`config.mk`:
```
export PLATFORM = sky130hd
export DESIGN_NAME = uart_rx_fsm
export DESIGN_NICKNAME = d
export VERILOG_FILES = /design/src/rtl/uart_rx_pkg.sv /design/src/rtl/uart_rx_edge_bit_counter.sv /design/src/rtl/uart_rx_fsm.sv
export SDC_FILE = /design/constraint.sdc
export NUM_CORES = 1
export LEC_CHECK = 0
export BUFFER_PORTS_ARGS = -buffer_cell sky130_fd_sc_hd__buf_2
export CELL_PAD_IN_SITES_DETAIL_PLACEMENT = 1
export CELL_PAD_IN_SITES_GLOBAL_PLACEMENT = 1
export CORE_ASPECT_RATIO = 0.7
export CORE_MARGIN = 1.5
export CORE_UTILIZATION = 39
export CTS_BUF_LIST = sky130_fd_sc_hd__clkbuf_8
export DETAILED_ROUTE_END_ITERATION = 12
export GPL_ROUTABILITY_DRIVEN = 0
export PLACE_DENSITY = 0.85
export REMOVE_ABC_BUFFERS = 1
export SETUP_SLACK_MARGIN = 0.15
export SLEW_MARGIN = 20
export SYNTH_ARGS = -nofsm -noshare
export SYNTH_HDL_FRONTEND = slang
export SYNTH_SLANG_ARGS = --single-unit
```
`constraint.sdc`:
```
create_clock -name CLK -period 2.5 [get_ports CLK]
set_clock_uncertainty 0.2 [all_clocks]
set_input_delay 0 -clock CLK [delete_from_list [all_inputs] [get_ports CLK]]
set_output_delay 0 -clock CLK [all_outputs]
set_load 0.01 [all_outputs]
```
`src/rtl/uart_rx_pkg.sv`:
```
// Shared definitions for the UART receive path: frame geometry, counter widths
// and the frame sequencer state type.
package uart_rx_pkg;

    localparam int unsigned DATA_WIDTH = 8;
    localparam int unsigned PRESC_W    = 6;
    localparam int unsigned EDGE_W     = 5;
    localparam int unsigned BIT_W      = 4;

    typedef enum logic [2:0] {
        ST_IDLE,
        ST_START,
        ST_DATA,
        ST_PARITY,
        ST_STOP
    } state_t;

endpackage

```
`src/rtl/uart_rx_edge_bit_counter.sv`:
```
// Oversample edge counter and bit index counter for one UART frame; both run
// while enabled and collapse to zero when disabled or cleared.
module uart_rx_edge_bit_counter
    import uart_rx_pkg::*;
#(
    parameter int unsigned PRESC_W = uart_rx_pkg::PRESC_W,
    parameter int unsigned EDGE_W  = uart_rx_pkg::EDGE_W,
    parameter int unsigned BIT_W   = uart_rx_pkg::BIT_W
) (
    input  logic               CLK,
    input  logic               RST,
    input  logic               enable,
    input  logic               clear,
    input  logic [PRESC_W-1:0] prescale_q,
    output logic [EDGE_W-1:0]  edge_cnt,
    output logic [BIT_W-1:0]   bit_cnt,
    output logic               bit_end
);

    logic [PRESC_W-1:0] edge_ext;

    assign edge_ext = PRESC_W'(edge_cnt);

    // Degenerate or oversized prescale values still end every bit so the
    // sequencer always makes progress.
    always_comb begin
        bit_end = 1'b0;
        if (prescale_q <= PRESC_W'(1)) begin
            bit_end = 1'b1;
        end else if (edge_cnt == '1) begin
            bit_end = 1'b1;
        end else if (edge_ext == prescale_q - PRESC_W'(1)) begin
            bit_end = 1'b1;
        end
    end

    always_ff @(posedge CLK or negedge RST) begin
        if (!RST) begin
            edge_cnt <= '0;
            bit_cnt  <= '0;
        end else if (!enable || clear) begin
            edge_cnt <= '0;
            bit_cnt  <= '0;
        end else if (bit_end) begin
            edge_cnt <= '0;
            bit_cnt  <= bit_cnt + BIT_W'(1);
        end else begin
            edge_cnt <= edge_cnt + EDGE_W'(1);
        end
    end

endmodule

```
`src/rtl/uart_rx_fsm.sv`:
```
// UART receive frame sequencer: walks start/data/parity/stop bit periods,
// enables the sampler and checkers, and flags error-free frames.
module uart_rx_fsm
    import uart_rx_pkg::*;
#(
    parameter int unsigned DATA_WIDTH = uart_rx_pkg::DATA_WIDTH,
    parameter int unsigned PRESC_W    = uart_rx_pkg::PRESC_W,
    parameter int unsigned EDGE_W     = uart_rx_pkg::EDGE_W,
    parameter int unsigned BIT_W      = uart_rx_pkg::BIT_W
) (
    input  logic               CLK,
    input  logic               RST,
    input  logic               RX_IN,
    input  logic               PAR_EN,
    input  logic [PRESC_W-1:0] Prescale,
    input  logic               strt_glitch,
    input  logic               par_err,
    input  logic               stp_err,
    output logic               dat_samp_en,
    output logic               deser_en,
    output logic               strt_chk_en,
    output logic               par_chk_en,
    output logic               stp_chk_en,
    output logic               data_valid,
    output logic [EDGE_W-1:0]  edge_cnt,
    output logic [BIT_W-1:0]   bit_cnt
);

    state_t             state;
    state_t             state_next;
    logic [PRESC_W-1:0] prescale_q;
    logic               par_en_q;
    logic               bit_end;
    logic               frame_end;
    logic               relatch;
    logic               frame_ok;

    uart_rx_edge_bit_counter #(
        .PRESC_W (PRESC_W),
        .EDGE_W  (EDGE_W),
        .BIT_W   (BIT_W)
    ) u_counter (
        .CLK        (CLK),
        .RST        (RST),
        .enable     (state != ST_IDLE),
        .clear      (frame_end),
        .prescale_q (prescale_q),
        .edge_cnt   (edge_cnt),
        .bit_cnt    (bit_cnt),
        .bit_end    (bit_end)
    );

    always_comb begin
        state_next = state;
        frame_end  = 1'b0;
        relatch    = 1'b0;
        case (state)
            ST_IDLE: begin
                if (!RX_IN) begin
                    state_next = ST_START;
                    relatch    = 1'b1;
                end
            end
            ST_START: begin
                if (bit_end) begin
                    if (strt_glitch) begin
                        state_next = ST_IDLE;
                        frame_end  = 1'b1;
                    end else begin
                        state_next = ST_DATA;
                    end
                end
            end
            ST_DATA: begin
                if (bit_end && bit_cnt == BIT_W'(DATA_WIDTH)) begin
                    state_next = par_en_q ? ST_PARITY : ST_STOP;
                end
            end
            ST_PARITY: begin
                if (bit_end) begin
                    state_next = ST_STOP;
                end
            end
            ST_STOP: begin
                if (bit_end) begin
                    frame_end = 1'b1;
                    // A low line at the stop boundary is the next start bit.
                    if (!RX_IN) begin
                        state_next = ST_START;
                        relatch    = 1'b1;
                    end else begin
                        state_next = ST_IDLE;
                    end
                end
            end
            default: begin
                state_next = ST_IDLE;
            end
        endcase
    end

    assign frame_ok = (state == ST_STOP) && bit_end && !stp_err && !(par_en_q && par_err);

    // Enables are loaded from the next state so they always mirror the state register.
    always_ff @(posedge CLK or negedge RST) begin
        if (!RST) begin
            state       <= ST_IDLE;
            prescale_q  <= PRESC_W'(8);
            par_en_q    <= 1'b0;
            dat_samp_en <= 1'b0;
            deser_en    <= 1'b0;
            strt_chk_en <= 1'b0;
            par_chk_en  <= 1'b0;
            stp_chk_en  <= 1'b0;
            data_valid  <= 1'b0;
        end else begin
            state       <= state_next;
            dat_samp_en <= (state_next != ST_IDLE);
            deser_en    <= (state_next == ST_DATA);
            strt_chk_en <= (state_next == ST_START);
            par_chk_en  <= (state_next == ST_PARITY);
            stp_chk_en  <= (state_next == ST_STOP);
            data_valid  <= frame_ok;
            if (relatch) begin
                prescale_q <= Prescale;
                par_en_q   <= PAR_EN;
            end
        end
    end

endmodule

```
After elaboration in Yosys (flattened, before gate mapping)
Index checks and enable logic that the tools add are counted.

word-level totals
  input bits = 13
  word-level logic and storage cells = 62
  register bits after elaboration = 25

cells by class
  multiplexer cells = 23
  add/sub/neg operators = 3
  eq/ne operators = 11
  reduce and logical (&&, ||, !) cells = 13
  $lt $le $gt $ge = 1

operators with widths
  kind                                                                   count
  3-bit two-way mux                                                      6
  3-bit one-hot mux with 5 select lines                                  1
  3-bit by 2-bit equality test with 1-bit output, second input constant  4
  5-bit two-way mux                                                      2
  1-bit two-way mux                                                      9
  4-bit two-way mux                                                      2
  3-bit by 1-bit equality test with 1-bit output, second input constant  2
  3-bit equality test, second input constant                             2
  5-bit by 6-bit equality test with 1-bit output                         1
  6-bit by 1-bit <= comparator with 1-bit output, second input constant  1
  3-bit nonzero test                                                     2
  6-bit by 1-bit subtractor with 6-bit output, second input constant     1
  5-bit by 1-bit adder with 5-bit output, second input constant          1
  5-bit equality test, second input constant                             1
  1-bit logical AND                                                      5
  4-bit by 1-bit adder with 4-bit output, second input constant          1
  4-bit equality test, second input constant                             1
  1-bit one-hot mux with 2 select lines                                  2
  1-bit logical NOT                                                      3
  3-bit logical NOT                                                      1
  2-bit two-way mux                                                      1
  2-bit nonzero test                                                     1
  1-bit logical OR                                                       1

Logic depth before layout (Yosys ltp)
Gate-level depths: netlist of the first run.

  depth in word-level cells = 9
  gate-level depth with buffers = 8
  gate-level depth less buffers = 8

Cells and area by module
A second synthesis of the first run with hierarchy kept.

second synthesis, totals
  cell total of the unflattened synthesis = 139
  area, all modules = 1492.7 um^2

modules (own cells, without submodules)
  module                    instances  area an instance (um^2)  cells an instance
  uart_rx_fsm               1          794.5                    69
  uart_rx_edge_bit_counter  1          698.2                    70

Worst setup path after synthesis of the first run
No wires, ideal clock.

  path type = flip-flop to flip-flop
  from = register prescale_q[2]
  to = register par_en_q
  slack = -0.164 ns
  stages on the path, launching flop included = 7
  arrival time = 2.339 ns
  data required time = 2.175 ns
  clock period less this slack = 2.664 ns
  path through = dfrtp_1 or3_1 o31ai_1 and4_4 a21oi_4 a2111oi_4 mux2_2

on the way
  cells in the longest elaborated chain, start to end = 7
  elaborated cells on any way between the ends = 8
  those cells by class = add/sub (1); order compare (1); eq/ne (1); mux (5)

RTL lines
  element                                         RTL line                        text
  start, declared                                 uart_rx_fsm.sv:31               logic [PRESC_W-1:0] prescale_q;
  start signal, assigned                          uart_rx_fsm.sv:125              prescale_q <= Prescale;
  6-bit by 1-bit subtractor with 6-bit output     uart_rx_edge_bit_counter.sv:32  end else if (edge_ext == prescale_q - PRESC_W'(1)) begin
  5-bit by 6-bit equality test with 1-bit output  uart_rx_edge_bit_counter.sv:32
  1-bit two-way mux                               uart_rx_edge_bit_counter.sv:32
  1-bit two-way mux                               uart_rx_edge_bit_counter.sv:30  end else if (edge_cnt == '1) begin
  1-bit two-way mux (*)                           uart_rx_edge_bit_counter.sv:28  if (prescale_q <= PRESC_W'(1)) begin
  1-bit two-way mux (*)                           uart_rx_fsm.sv:85               if (bit_end) begin
  1-bit one-hot mux with 2 select lines (*)       uart_rx_fsm.sv:57               case (state)
  end signal, assigned                            uart_rx_fsm.sv:109              par_en_q <= 1'b0;
  end signal, assigned                            uart_rx_fsm.sv:126              par_en_q <= PAR_EN;
  end, declared                                   uart_rx_fsm.sv:32               logic par_en_q;

Every way passes the cells marked *; elsewhere a longest branch is shown, timed or not.
A chain may end at the register's enable or synchronous reset.

Worst setup path after layout of the first run
  from = register prescale_q[4]
  to = register dat_samp_en

on the way
  cells in the longest elaborated chain, start to end = 9
  elaborated cells on any way between the ends = 13
  those cells by class = add/sub (1); order compare (1); eq/ne (1); mux (8); reduce/logical (2)

RTL lines
  element                                         RTL line                        text
  6-bit by 1-bit subtractor with 6-bit output     uart_rx_edge_bit_counter.sv:32
  5-bit by 6-bit equality test with 1-bit output  uart_rx_edge_bit_counter.sv:32
  1-bit two-way mux                               uart_rx_edge_bit_counter.sv:32
  1-bit two-way mux                               uart_rx_edge_bit_counter.sv:30
  1-bit two-way mux (*)                           uart_rx_edge_bit_counter.sv:28
  1-bit logical AND                               uart_rx_fsm.sv:75               if (bit_end && bit_cnt == BIT_W'(DATA_WIDTH)) begin
  3-bit two-way mux                               uart_rx_fsm.sv:75
  3-bit one-hot mux with 5 select lines (*)       uart_rx_fsm.sv:57
  3-bit nonzero test (*)                          uart_rx_fsm.sv:118              dat_samp_en <= (state_next != ST_IDLE);
  end signal, assigned                            uart_rx_fsm.sv:118
  end, declared                                   uart_rx_fsm.sv:19               output logic dat_samp_en,

Marked as above.

==> results of run 1 <==
cell families (layout without fill, tap and decap cells):
logic type,Yosys count,in the layout
XOR/XNOR,9,9
adder cells (fa/ha/maj),6,6
buffers and inverters,13,86
AO/OA/AOI/OAI,30,30
multiplexers,8,8
AND/OR/NAND/NOR,39,39
flip-flops,25,25
worst max-delay path, delay by kind of cell (launching register included):
kind | cells | cell delay, ns
AO/OA/AOI/OAI | 4 | 1.21
buffers and inverters | 3 | 0.53
flip-flops | 1 | 0.43
XOR/XNOR | 1 | 0.29
AND/OR/NAND/NOR | 1 | 0.11
final cells by class:
cell class                 count  area [µm²]
fill                         336        1010
multi-input combinational     92         950
sequential                    25         627
timing repair buffer          72         527
tap                           47        58.8
clock buffer                   3        41.3
inverter                      10        37.5
clock inverter                 1        3.75
power by group through the flow:
stage,clock network [mW],registers (mW),logic (mW)
after detailed placement,0,0.743,1.45
after global routing,0.264,0.832,2.47
final,0.254,0.819,2.37
after floorplan,0,0.783,0.742
after global placement,0,0.723,1.33
after CTS,0.243,0.753,1.70
worst paths after layout:
kind,startpoint,end,slack [ns],cells past startpoint
max reg2reg,prescale_q[4],dat_samp_en,-0.44,9
min,RST,prescale_q[2],0.08,2
min reg2reg,u_counter.edge_cnt[0],u_counter.edge_cnt[0],0.41,2
min in group CLK,RX_IN,prescale_q[5],0.09,4
max,prescale_q[4],dat_samp_en,-0.44,9
max in group asynchronous,RST,strt_chk_en,1.62,2
metrics by stage:
| step | power (mW) | instances | worst slack (ns) | instance area [µm²] | hold slack, ns |
|---|---|---|---|---|---|
| 5_1_grt | 3.56 | 250 | -0.399 | 2240 | 0.0816 |
| 3_5_place_dp | 2.19 | 223 | -0.232 | 1720 | -0.168 |
| 3_3_place_gp | 2.05 | 223 | -0.0463 | 1720 | -0.188 |
| 6_report | 3.44 | 250 | -0.444 | 2240 | 0.0837 |
| 4_1_cts | 2.69 | 241 | -0.0417 | 2020 | 0.0401 |
| 2_1_floorplan | 1.52 | 127 | -0.164 | 1360 | -0.496 |
state kept, by name, summed over array words and instances, names as in the netlist, 3 cells and up:
register            flops
prescale_q              6
state                   3
u_counter.bit_cnt       4
u_counter.edge_cnt      5
repair_timing:
action / 4_1_cts / 5_1_grt
hold buffers: 11 / 0
hold endpoints to repair: 35 / 0
setup buffers: 3 / 9
resized for setup: 23 / 28
pin swaps: 9 / 13
setup endpoints to repair: 24 / 25
layer usage:
| metal | vias up | GRT usage, % |
|---|---|---|
| met5 | - | 0 |
| met4 | 0 | 10.2 |
| met3 | 26 | 5.77 |
| met2 | 79 | 52.8 |
| met1 | 732 | 39.2 |
| li1 | 615 | - |
cells in the mapped netlist:
cell / n / share of area (%)
dfrtp_1: 24 / 44
nor2_1: 12 / 3.3
inv_1: 10 / 2.7
mux2_2: 8 / 6.6
nor3_1: 8 / 2.9
xnor2_1: 7 / 4.5
ha_1: 6 / 5.5
nand2_1: 5 / 1.4
a21o_1: 4 / 2.2
a21oi_1: 3 / 1.1
or3_1: 3 / 1.4
a311oi_1: 2 / 1.3
a31o_2: 2 / 1.3
a41oi_1: 2 / 1.3
clkbuf_1: 2 / 0.55
nand3_1: 2 / 0.73
o21ai_0: 2 / 0.73
o21ba_2: 2 / 1.5
o31ai_1: 2 / 1.1
xor2_1: 2 / 1.3
a2111oi_0: 1 / 0.64
a2111oi_4: 1 / 2.0
a211oi_1: 1 / 0.55
a21boi_0: 1 / 0.55
a21oi_4: 1 / 1.2
a2bb2oi_1: 1 / 0.64
a31oi_1: 1 / 0.46
and3_1: 1 / 0.46
and4_4: 1 / 0.82
buf_1: 1 / 0.27
dfstp_2: 1 / 1.9
nand2b_1: 1 / 0.46
nand4_1: 1 / 0.46
nor2b_1: 1 / 0.46
nor4_1: 1 / 0.46
nor4b_1: 1 / 0.64
o211ai_1: 1 / 0.55
o21ai_1: 1 / 0.36
o21bai_1: 1 / 0.55
o221a_2: 1 / 0.82
or2b_1: 1 / 0.55
or4_1: 1 / 0.55
==> metrics.yaml, run 1 <==
routing:
  wirelength_um: 6430
  drc: 0
  wl_per_cell_um: 25.7
  wl_met2_um: 2950
  viasPerCell: 5.81
  dr.pass1.iters: 4
  antenna_left: 0
  num_vias: 1452
  dr_wl_met3_um: 524
  top_layer_used: "met4"
  drt_iter0_markers: 51
  wl_met1_um: 2640
synth:
  synth_seq_area_share_pct: 45.6
  synthXorXnorAreaFrac_pct: 5.73
  synthAdderAreaFrac_pct: 5.46
  netlist_area_um2: 1380
  syn-instance-count: 130
  muxShareOfSynthArea_pct: 6.55
  synth.distinct_cells: 42
  synth.avg_cell_area_um2: 10.6
  synth_top_family_by_area: "compound AO/OA/AOI/OAI gates"
  yosys.area_share.simple_pct: 14.5
  yosys_warnings: 0
  synth_compound_area_share_pct: 18.7
  ys_ff_latch: 25
cts:
  worstSkewPairLatency_ns: 0.29
  clockRootBuffer: "clkbuf_8"
  clock_sinks: 25
  h-tree-depth: 1
  numCtsBuffers: 3
  clkTransAtPathRegs_ns: 0.10
  cts_tree: "done"
  cts_buffer_depth: 2
floorplanning:
  die_w_um: 74.0
  pin_count: 28
  dieHeight_um: 52.7
  fp.coreArea_um2: 3250
  dieArea_um2: 3900
  fp-row-count: 17
  start_util_pct: 42.3
place:
  dpl.hpwl_um: 3100
  place.port_buffers: 27
timing:
  rsz0062_at_grt: "yes"
  fin_crit_sh_pct: 118
  clock.fmax_mhz: 340
  finalSetupViolCount: 14
  fin_crit_ns: 2.94
  maxSlewViolCount: 0
  hold_violations: 0
  fin_tns_setup_ns: -2.20
  maxSlewHeadroom_pct: 61.2
  layout_setup_ws_ns: -0.444
  tightest_slew_ns: 0.582
pwr:
  powerDensity_nw_per_um2: 1530
  p_seq_share_pct: 23.8
  internal_power_mw: 1.83
  p_comb_share_pct: 68.9
  p_clk_share_pct: 7.4
  ir_worst_vdd_mv: 0.793
  power_switching_share_pct: 46.7
  p_switching_mw: 1.61
  power_leakage_nw: 1.04
global_routing:
  grtUsageTotal_pct: 30.9
  antenna_found_initial: 0
  grt_pass1_vias: 1503
  grt_max_degree: 26
  grt_first_pass_wirelength_um: 8410
  overflow: 0
final_layout:
  antenna_cells: 0
  postLayoutCoreUtil_pct: 69.0
  drive_gt1_share_pct: 52.2
  nNetsFinal: 223
  final_cell_mix: "buf_2, buf_4, dfrtp_1"
  area_growth_pct: 63.2
worst_setup_path:
  worst_path_max_delay_cell: "a311oi_1"
  critPathLaunchType: "flop"
  crit_type: "flop to flop"
  crit_top_cell: "buf_4"
  worstSetupEndpointType: "flop"
  path_cells: "buf_4 -> xnor2_1 -> nor4_2 -> buf_4 -> a31oi_2 -> o21ai_4 -> buf_4 -> a311oi_1 -> o21ai_0"
  cpPeakStageDelay_ns: 0.45
  path_max_fanout: 4
  critPathRequiredTime_ns: 2.41
  cp.arrival_ns: 2.85
outcome:
  violations: "setup timing"
  status: "finished with violations"
worst_hold_path:
  hold_class: "input pin to asynchronous set/reset pin"
flow_run:
  maxCapViolations: 0
Note: power is estimated with default switching activity, not from simulation.
==> run 2: changes to the inputs <==
ABC_CLOCK_PERIOD_IN_PS = 2500   (was not set)
SKIP_CTS_REPAIR_TIMING = 1   (was not set)
==> run 2 against run 1 <==
Compared with the run above:
- sequential power decreased by 5.4%
- the run still ends with setup timing left
- sequential share of layout area increased by 2.3 points
- routed wire length decreased by 18%
- critical path type unchanged
- largest cell class unchanged
- design area decreased by 7.7%
- largest power group unchanged
- die area unchanged
- maximum frequency increased by 8.3%
- clock power decreased by 4%
- critical path depth decreased by 1
- combinational power decreased by 18%
- setup slack improved by 0.22 ns
- clock-buffer cell count unchanged
- register-to-register slack improved by 0.22 ns
==> metrics.yaml, run 2 (same netlist as run 1, synthesis figures left out) <==
timing:
  clock.fmax_mhz: 368  # was 340 MHz
  hold_violations: 0  # unchanged
  holdWs_ns: 0.0329  # was 0.0837 ns
  tightest_slew_ns: 0.755  # was 0.582 ns
  rsz0062_at_grt: "yes"  # unchanged
  maxSlewViolCount: 0  # unchanged
  layout_setup_ws_ns: -0.220  # was -0.444 ns
  fin_crit_ns: 2.72  # was 2.94 ns
  fin_crit_sh_pct: 109  # was 118%
  finalSetupViolCount: 17  # was 14
  maxSlewHeadroom_pct: 48.9  # was 61.2%
global_routing:
  grtUsageTotal_pct: 23.6  # was 30.9%
  grt_pass1_vias: 1341  # was 1503
  antenna_found_initial: 0  # unchanged
  grt_max_degree: 26  # unchanged
  grt_first_pass_wirelength_um: 6690  # was 8410 µm
  overflow: 0  # unchanged
pwr:
  ir_worst_vdd_mv: 0.730  # was 0.793 mV
  total_power_mw: 2.96  # was 3.44 mW
  power_leakage_nw: 0.957  # was 1.04 nW
  powerDensity_nw_per_um2: 1430  # was 1530 nW/µm²
final_layout:
  area_growth_pct: 50.6  # was 63.2%
  final_common_cell: "buf_2"
  final_cell_mix: "buf_2, buf_4, dfrtp_1"  # unchanged
  antenna_cells: 0  # unchanged
  nNetsFinal: 215  # was 223
  largest_reg_flops: 6  # unchanged
  top_register: "prescale_q"  # unchanged
  drive_gt1_share_pct: 48.2  # was 52.2%
  reg_top3: "prescale_q (6), u_counter.edge_cnt (5), u_counter.bit_cnt (4)"  # unchanged
  final_area_um2: 2070  # was 2240 µm²
routing:
  antenna_left: 0  # unchanged
  viasPerCell: 5.66  # was 5.81
  drc: 0  # unchanged
  drt_iter0_markers: 71  # was 51
  wirelength_um: 5300  # was 6430 µm
  wl_per_cell_um: 21.9  # was 25.7 µm
  num_vias: 1369  # was 1452
  dr.pass1.iters: 5  # was 4
outcome:
  violations: "setup timing"  # unchanged
  status: "finished with violations"  # unchanged
floorplanning:
  fp-row-count: 17  # unchanged
  dieHeight_um: 52.7  # unchanged
  fp.coreArea_um2: 3250  # unchanged
  pin_count: 28  # unchanged
  start_util_pct: 42.3  # unchanged
  dieArea_um2: 3900  # unchanged
  die_w_um: 74.0  # unchanged
worst_setup_path:
  path_max_fanout: 6  # was 4
  r2r_slack_ns: -0.22  # was -0.44 ns
  crit_type: "flop to flop"  # unchanged
  worstReg2RegStart: "prescale_q[0]"  # was prescale_q[4]
  r2r_cells: 8  # was 9
  r2r_end: "deser_en"  # was dat_samp_en
  critPathLaunchType: "flop"  # unchanged
  worstSetupEndpointType: "flop"  # unchanged
  cp.arrival_ns: 2.69  # was 2.85 ns
  critPathRequiredTime_ns: 2.47  # was 2.41 ns
flow_run:
  maxCapViolations: 0  # unchanged
cts:
  worstSkewPairLatency_ns: 0.28  # was 0.29 ns
  cts_buffer_depth: 2  # unchanged
  h-tree-depth: 1  # unchanged
  numCtsBuffers: 3  # unchanged
  clockRootBuffer: "clkbuf_8"  # unchanged
  cts_tree: "done"  # unchanged
  clock_sinks: 25  # unchanged
  clkTransAtPathRegs_ns: 0.09  # was 0.10 ns
place:
  place.port_buffers: 27  # unchanged
  dpl.hpwl_um: 3100  # unchanged
  placed_cell_area_um2: 1720  # unchanged
worst_hold_path:
  hold_depth: 4
  hold_start: "strt_glitch"
  worstHoldEndpoint: "dat_samp_en"
  hold_class: "input pin to flop"  # was input pin to asynchronous set/reset pin
run 2: final cells by class:
cell class,instances,area (µm²)
Fill cell,360,1180
Tap cell,47,58.8
Inverter,10,37.5
Timing Repair Buffer,64,445
Clock buffer,3,41.3
Multi-Input combinational cell,92,857
Clock inverter,1,3.75
Sequential cell,25,627
run 2: report_power, final:
part / leakage [nW] / switching (mW) / internal (mW) / total [mW]
clock: 0.0269 / 0.133 / 0.110 / 0.243
combinational: 0.618 / 1.01 / 0.926 / 1.94
sequential: 0.312 / 0.202 / 0.573 / 0.775
run 2: worst max-delay path, cell delays in order (launching register included):
cell,delay (ns)
dfrtp_1,0.40
buf_4,0.17
nor3_1,0.31
xnor2_1,0.24
buf_4,0.19
nand4_1,0.23
o21ai_4,0.28
mux2_4,0.36
o21ba_4,0.22
run 2: worst max-delay path by stage:
stage                              to  slack (ns)          start  depth (start not counted)
after CTS                 strt_chk_en       -0.29  prescale_q[2]                          7
after global placement       par_en_q       -0.05  prescale_q[0]                          9
after global routing       par_chk_en       -0.27  prescale_q[0]                          9
final                        deser_en       -0.22  prescale_q[0]                          8
after detailed placement  strt_chk_en       -0.23  prescale_q[2]                          7
after floorplan              par_en_q       -0.16  prescale_q[2]                          6
run 2: per-stage QoR:
step	TNS (ns)	std cells	util [%]	worst slack [ns]
global route	-3.67	242	63.6	-0.267
finish	-2.60	242	63.6	-0.220
floorplan	-1.11	127	-	-0.164
global placement	-0.292	223	52.9	-0.0463
detailed placement	-1.72	223	52.9	-0.232
CTS	-2.45	227	54.3	-0.289
run 2: routing by layer:
layer | global-route usage, % | up-vias | wire length [µm]
met2 | 41.1 | 58 | 2450
met3 | 5.00 | 13 | 325
met5 | 0 | - | 0
met1 | 29.7 | 700 | 2390
li1 | - | 598 | -
met4 | 6.17 | 0 | 142
